## src/rtl/adder_result_accumulator_pkg.sv

```systemverilog
// Shared constants and FSM encodings for the adder result accumulator.
// Latency: n/a (types and constants only).
// Backpressure: n/a.
package adder_result_accumulator_pkg;

    localparam int DEF_CNT_W = 4;
    localparam int DEF_TOT_W = 16;

    // Width of a single adder result: carry-out plus 8 sum bits.
    localparam int RES_W = 9;

    typedef enum logic [1:0] {
        ST_IDLE = 2'd0,
        ST_ACC  = 2'd1,
        ST_HOLD = 2'd2
    } state_t;

endpackage

```

## src/rtl/adder_result_accumulator.sv

```systemverilog
// Sums a burst of 1..2^CNT_W 9-bit adder results and presents the total.
// Latency: out_valid rises the cycle after the last accepted result.
// Backpressure: total held until out_ready; results arriving outside ACC are dropped (sticky flag).
module adder_result_accumulator
    import adder_result_accumulator_pkg::*;
#(
    parameter int CNT_W = DEF_CNT_W,
    parameter int TOT_W = DEF_TOT_W
) (
    input  logic             clk,
    input  logic             rst,
    input  logic             start,
    input  logic [CNT_W-1:0] count,
    input  logic             in_valid,
    input  logic [7:0]       in_sum,
    input  logic             in_cout,
    output logic             in_ready,
    output logic             out_valid,
    input  logic             out_ready,
    output logic [TOT_W-1:0] out_total,
    output logic             busy,
    output logic             dropped
);

    state_t           state, state_n;
    logic [CNT_W:0]   remaining, remaining_n;
    logic [TOT_W-1:0] acc, acc_n;
    logic             dropped_q, dropped_n;

    logic             accept;
    logic             load;
    logic [CNT_W:0]   load_val;
    logic [TOT_W-1:0] result_ext;

    // A count of zero encodes a full burst of 2^CNT_W results.
    assign load_val   = (count == '0) ? {1'b1, {CNT_W{1'b0}}} : {1'b0, count};
    assign result_ext = {{(TOT_W-RES_W){1'b0}}, in_cout, in_sum};

    assign in_ready  = (state == ST_ACC);
    assign out_valid = (state == ST_HOLD);
    assign busy      = (state != ST_IDLE);
    assign out_total = acc;
    assign dropped   = dropped_q;

    assign accept = in_valid && in_ready;
    // New burst starts from IDLE, or straight from HOLD when the total is taken in the same cycle.
    assign load   = start && ((state == ST_IDLE) || ((state == ST_HOLD) && out_ready));

    // State, counter, accumulator and drop flag registers; reset forces a clean IDLE.
    always_ff @(posedge clk or negedge rst) begin
        if (!rst) begin
            state     <= ST_IDLE;
            remaining <= '0;
            acc       <= '0;
            dropped_q <= 1'b0;
        end else begin
            state     <= state_n;
            remaining <= remaining_n;
            acc       <= acc_n;
            dropped_q <= dropped_n;
        end
    end

    // Next-state and datapath updates.
    always_comb begin
        state_n     = state;
        remaining_n = remaining;
        acc_n       = acc;
        dropped_n   = dropped_q;

        case (state)
            ST_IDLE: begin
                if (start) begin
                    state_n = ST_ACC;
                end
            end
            ST_ACC: begin
                if (accept && (remaining == {{CNT_W{1'b0}}, 1'b1})) begin
                    state_n = ST_HOLD;
                end
            end
            ST_HOLD: begin
                if (out_ready) begin
                    state_n = start ? ST_ACC : ST_IDLE;
                end
            end
            default: begin
                state_n = ST_IDLE;
            end
        endcase

        if (load) begin
            remaining_n = load_val;
            acc_n       = '0;
            dropped_n   = 1'b0;
        end

        if (accept) begin
            acc_n       = acc + result_ext;
            remaining_n = remaining - {{CNT_W{1'b0}}, 1'b1};
        end

        // The upstream adder cannot stall, so anything offered outside ACC is lost; remember it.
        if (in_valid && !in_ready) begin
            dropped_n = 1'b1;
        end
    end

endmodule

```

## config.mk

```make
export PLATFORM = sky130hd
export DESIGN_NAME = adder_result_accumulator
export DESIGN_NICKNAME = d
export VERILOG_FILES = /design/src/rtl/adder_result_accumulator_pkg.sv /design/src/rtl/adder_result_accumulator.sv
export SDC_FILE = /design/constraint.sdc
export NUM_CORES = 1
export LEC_CHECK = 0
export BUFFER_PORTS_ARGS = -buffer_cell sky130_fd_sc_hd__buf_2
export CORE_ASPECT_RATIO = 1.25
export CORE_MARGIN = 4
export CORE_UTILIZATION = 50
export CTS_CLUSTER_DIAMETER = 150
export DETAILED_ROUTE_END_ITERATION = 8
export GPL_TIMING_DRIVEN = 1
export PLACE_DENSITY = 0.87
export SLEW_MARGIN = 20
export SYNTH_ARGS = -nofsm -noshare
export SYNTH_HDL_FRONTEND = slang
export SYNTH_SLANG_ARGS = --single-unit
```

## constraint.sdc

```tcl
create_clock -name clk -period 3.9 [get_ports clk]
set_input_delay 0.195 -clock clk [delete_from_list [all_inputs] [get_ports clk]]
set_output_delay 0.195 -clock clk [all_outputs]
set_load 0.02 [all_outputs]
```

* Yosys cells after proc, flatten, opt, wreduce, memory -nomap -nowiden *
Index checks and enable logic that the tools add are counted.
Widths: inputs -> output; s select.

word-level totals
  register bits after elaboration = 24
  output and inout bits = 20

cells by class
  reductions and logical operators = 13
  multiplexer cells = 12
  equal/unequal tests = 6
  add/sub/neg operators = 2

operators by type and width
  kind                 count
  $mux 16              2
  $add 16x9->16        1
  $mux 5               3
  $mux 2               3
  $pmux 2 s3           1
  $reduce_bool 2->1    3
  $eq 5x1->1 const B   1
  $logic_and 1x1->1    5
  $sub 5x1->5 const B  1
  $logic_not 4->1      1
  $ne 2x1->1 const B   2
  $mux 1               3
  $reduce_and 3->1     1
  $eq 2x1->1 const B   1
  $eq 2x2->1 const B   1
  $logic_not 2->1      1
  $ne 2x2->1 const B   1
  $logic_not 1->1      1
  $logic_or 1x1->1     1

* Depth between registers and ports, before layout *
  word-level depth = 6
  mapped depth = 8

* Worst setup path after synthesis *
No wires, ideal clock.

  kind = register -> register
  start point = reg acc[0] (netlist: out_total[0])
  end point = reg acc[12] (netlist: out_total[12])
  arrival time = 1958 ps
  clock period less this slack = 2093 ps
  stages on the path, launching flop included = 9
  data required time = 3764 ps
  library setup time = 136 ps
  path slack = 1807 ps
  cell sequence = dfrtp_1 > ha_1 > inv_1 > fa_1 > nand2b_1 > a21oi_1 > a21oi_2 > o311ai_1 > o41ai_1

between the ends
  cells in the longest elaborated chain, start to end = 2

ends and longest elaborated chain
  item                    RTL line                        source
  start, declared         adder_result_accumulator.sv:27  logic [TOT_W-1:0] acc, acc_n;
  start signal, assigned  adder_result_accumulator.sv:59  acc <= acc_n;
  $add 16x9->16           adder_result_accumulator.sv:99  acc_n = acc + result_ext;
  $mux 16                 adder_result_accumulator.sv:98  if (accept) begin

Every way passes these cells.
A chain may end at the register's enable or synchronous reset.

* Final worst setup path *
Same ends and word-level chain as after synthesis.

==> impl_metrics.csv <==
group,metric,value,unit
worst_hold_path,min_to,"remaining[0]",
floorplan,design.core.area,2970,um^2
timing,rsz0062_at_grt,"false",
timing,min_period_over_period,0.551,
run_status,status,"completed",
cts,cts_max_path_buffers,2,
synthesis,synth_warnings,0,
grt,grt_usage,0.182,
timing,skew,4.25,ps
synthesis,synth_common_cells,"dfrtp_1, nand2_1, ha_1",
synthesis,syn_inst,169,
worst_setup_path,r2r_cells,8,
drt,wirelength,3.48,mm
cts,clkSinkCount,24,
timing,worstMarginPinSlew,531,ps
grt,grt_pass1_wl,6.09,mm
final_layout,syn_to_final_growth,14.9,%
grt,grt_max_degree,25,
final_layout,drive_above_1_share,0.256,
drt,drc,0,
final_layout,n_fill_cell,271,
cts,htreeDepth,1,
floorplan,io_pins,38,
worst_setup_path,crit_path_end_kind,"register",
timing,max_freq,465,MHz
floorplan,initial_core_util,0.531,
cts,clock_latency,320,ps
cts,cts_tree,"done",
grt,grt-ovfl-total,0,
floorplan,die_height,70.8,um
drt,vias,1413,
power_and_ir_drop,finalPower,1380,uW
timing,period_minus_slack,2150,ps
grt,grt_pass1_vias,1417,
synthesis,synth.top_cell.area_share,0.380,
synthesis,syn-num-nets,199,
power_and_ir_drop,p_leak,0.000880,uW
synthesis,synth_cell_types,51,
synthesis,yosysMostFrequentCell,"dfrtp_1",
place,io_buffers,37,
timing,slew_headroom,0.646,
timing,final.setup.tns,0,ps
drt,wl_per_cell,14.5,um
synthesis,avgSynthCellArea,9.34,um^2
final_layout,layout.nets,234,
timing,hold_viol,0,
synthesis,synth_edf_count,0,
place,hpwlAfterDp,2.66,mm
cts,cts-root-buf,"clkbuf_4",
worst_hold_path,min-delay-start,"count[0]",
drt,drt_iter0_markers,61,
floorplan,die_x,58.3,um
worst_setup_path,cp_slowest_stage_delay,390,ps
cts,post_cts_buffers,0,
synthesis,yosysSeqAreaShare,0.380,
power_and_ir_drop,power_density,760,nW/um^2
drt,vias_per_cell,5.91,
timing,finalMaxSlewViolations,0,
place,place.gp.congestion,0.843,
flow_run,drv_cap,0,
worst_setup_path,worst_setup_path_start_kind,"register",
grt,antenna_found_initial,0,
final_layout,antenna_cells,0,
floorplan,die_area,4130,um^2
worst_setup_path,worst-setup-path-type,"reg -> reg",
synthesis,yosys_register_bits,24,
drt,drt_first_pass_iters,4,
synthesis,syn_area,1580,um^2
floorplan,rows,22,
synthesis,synth_flop_cell,"dfrtp_1",
final_layout,fin_util,0.610,
power_and_ir_drop,ir_drop,0.385,mV
worst_setup_path,ff2ff_setup_slack,1750,ps
cts,numCtsBuffers,3,
worst_setup_path,worstPathCellList,"ha_1, inv_1, fa_1, nand2b_1, a21oi_1, a21oi_2, o311ai_1, o41ai_1",
worst_hold_path,hold_class,"in -> reg",
synthesis,synth_top_cell_by_area,"dfrtp_1",
timing,setup_viol,0,
cts,clk_pin_slew,140,ps
worst_setup_path,r2r-end,"out_total[12]",
drt,ant_nets,0,
worst_setup_path,worst-path-max-fanout,5,
worst_setup_path,cp_slowest_cell,"dfrtp_1",
synthesis,synthArstFlopShare,1.00,
worst_setup_path,arrival,2360,ps
worst_hold_path,min_delay_path_depth,2,
synthesis,yosys-top-cells-area,"dfrtp_1, ha_1, nand2_1, o21ai_0, o211ai_1",
worst_setup_path,worst_ep_required_time,4110,ps
worst_setup_path,timing.rr.start,"out_total[0]",
[stage by stage]
| stage | setup slack (ps) | hold slack [ps] | cell area (um^2) | cells |
|---|---|---|---|---|
| floorplan | 1810 | -101 | 1580 | 169 |
| global placement | 1880 | 208 | 1750 | 234 |
| detailed placement | 1770 | 212 | 1750 | 234 |
| CTS | 1760 | 104 | 1810 | 239 |
| global route | 1580 | 89.9 | 1810 | 239 |
| finish | 1750 | 102 | 1810 | 239 |
[what timing repair did]
| action | in CTS | in global routing |
|---|---|---|
| hold endpoints to repair | 24 | 0 |
| hold buffers | 1 | 0 |
| gates resized for setup | 0 | 0 |
[registers in the layout, indices dropped and copies added (netlist names)]
register	cells
dropped	1
state	2
out_total	16
remaining	5
[worst max path at each step]
stage                          to  slack, ps          from  cells past startpoint
floorplan           out_total[12]       1810  out_total[0]                      8
global placement    out_total[12]       1880  out_total[0]                      8
detailed placement  out_total[12]       1770  out_total[0]                      8
CTS                 out_total[12]       1760  out_total[0]                      8
global route        out_total[12]       1580  out_total[0]                      8
finish              out_total[12]       1750  out_total[0]                      8
[worst max-delay path, delay by kind of cell, from the launching register on]
| family | cells | cell delay (ps) |
|---|---|---|
| buf+inv | 1 | 60 |
| compound gates | 4 | 790 |
| simple gates | 1 | 210 |
| fa+ha+maj | 2 | 570 |
| flops | 1 | 390 |
[layer usage]
metal,wire (um),share of wire,global-route usage
met2,1740,0.50,0.301
met5,0,0,0
met1,1540,0.44,0.243
met3,173,0.050,0.0237
met4,27,0.0078,0.0593
[report_power, final]
| group | internal (uW) | switching [uW] | leakage (uW) | total [uW] |
|---|---|---|---|---|
| Combinational | 299 | 463 | 0.000547 | 762 |
| Sequential | 341 | 90.2 | 0.000306 | 431 |
| Clock | 104 | 81.3 | 0.0000279 | 185 |
[cells by family (layout without fill, tap and decap cells)]
logic type               count (synthesis)  after routing  share of synthesized area
XOR/XNOR                                 5              5                     0.0277
adder cells (fa/ha/maj)                 12             12                     0.0998
AND/OR/NAND/NOR                         62             62                      0.201
AO/OA/AOI/OAI                           47             47                      0.216
flip-flops                              24             24                      0.380
multiplexers                             3              3                     0.0190
buffers and inverters                   16             50                     0.0555
[layout by cell type, fill, tap and decap left out, types with 2 or more instances in the layout]
master / netlist / final
a211oi_2: 2 / 2
a21oi_1: 8 / 8
a221o_1: 2 / 2
a22o_1: 2 / 2
a32o_1: 2 / 2
and3_1: 3 / 3
buf_2: 2 / 37
clkbuf_4: 0 / 3
dfrtp_1: 24 / 24
ha_1: 11 / 11
inv_1: 7 / 7
mux2i_1: 3 / 3
nand2_1: 21 / 21
nand2b_1: 3 / 3
nand3_1: 7 / 7
nand4_1: 5 / 5
nor2_1: 9 / 9
nor2b_1: 2 / 2
o211ai_1: 6 / 6
o21ai_0: 10 / 10
o22ai_1: 2 / 2
o31ai_1: 3 / 3
xnor2_1: 2 / 2
xor2_1: 3 / 3
[final cells by class]
class / count / area, um^2 / share of cell area
clock buffers: 3 / 22.5 / 0.0124
clock inverters: 1 / 30.0 / 0.0166
inverters: 8 / 30.0 / 0.0166
multi-input cells: 129 / 891 / 0.491
flip-flops and latches: 24 / 601 / 0.331
well taps: 36 / 45.0 / 0.0248
repair buffers: 38 / 195 / 0.108
Power figures use the tool's default switching activity.
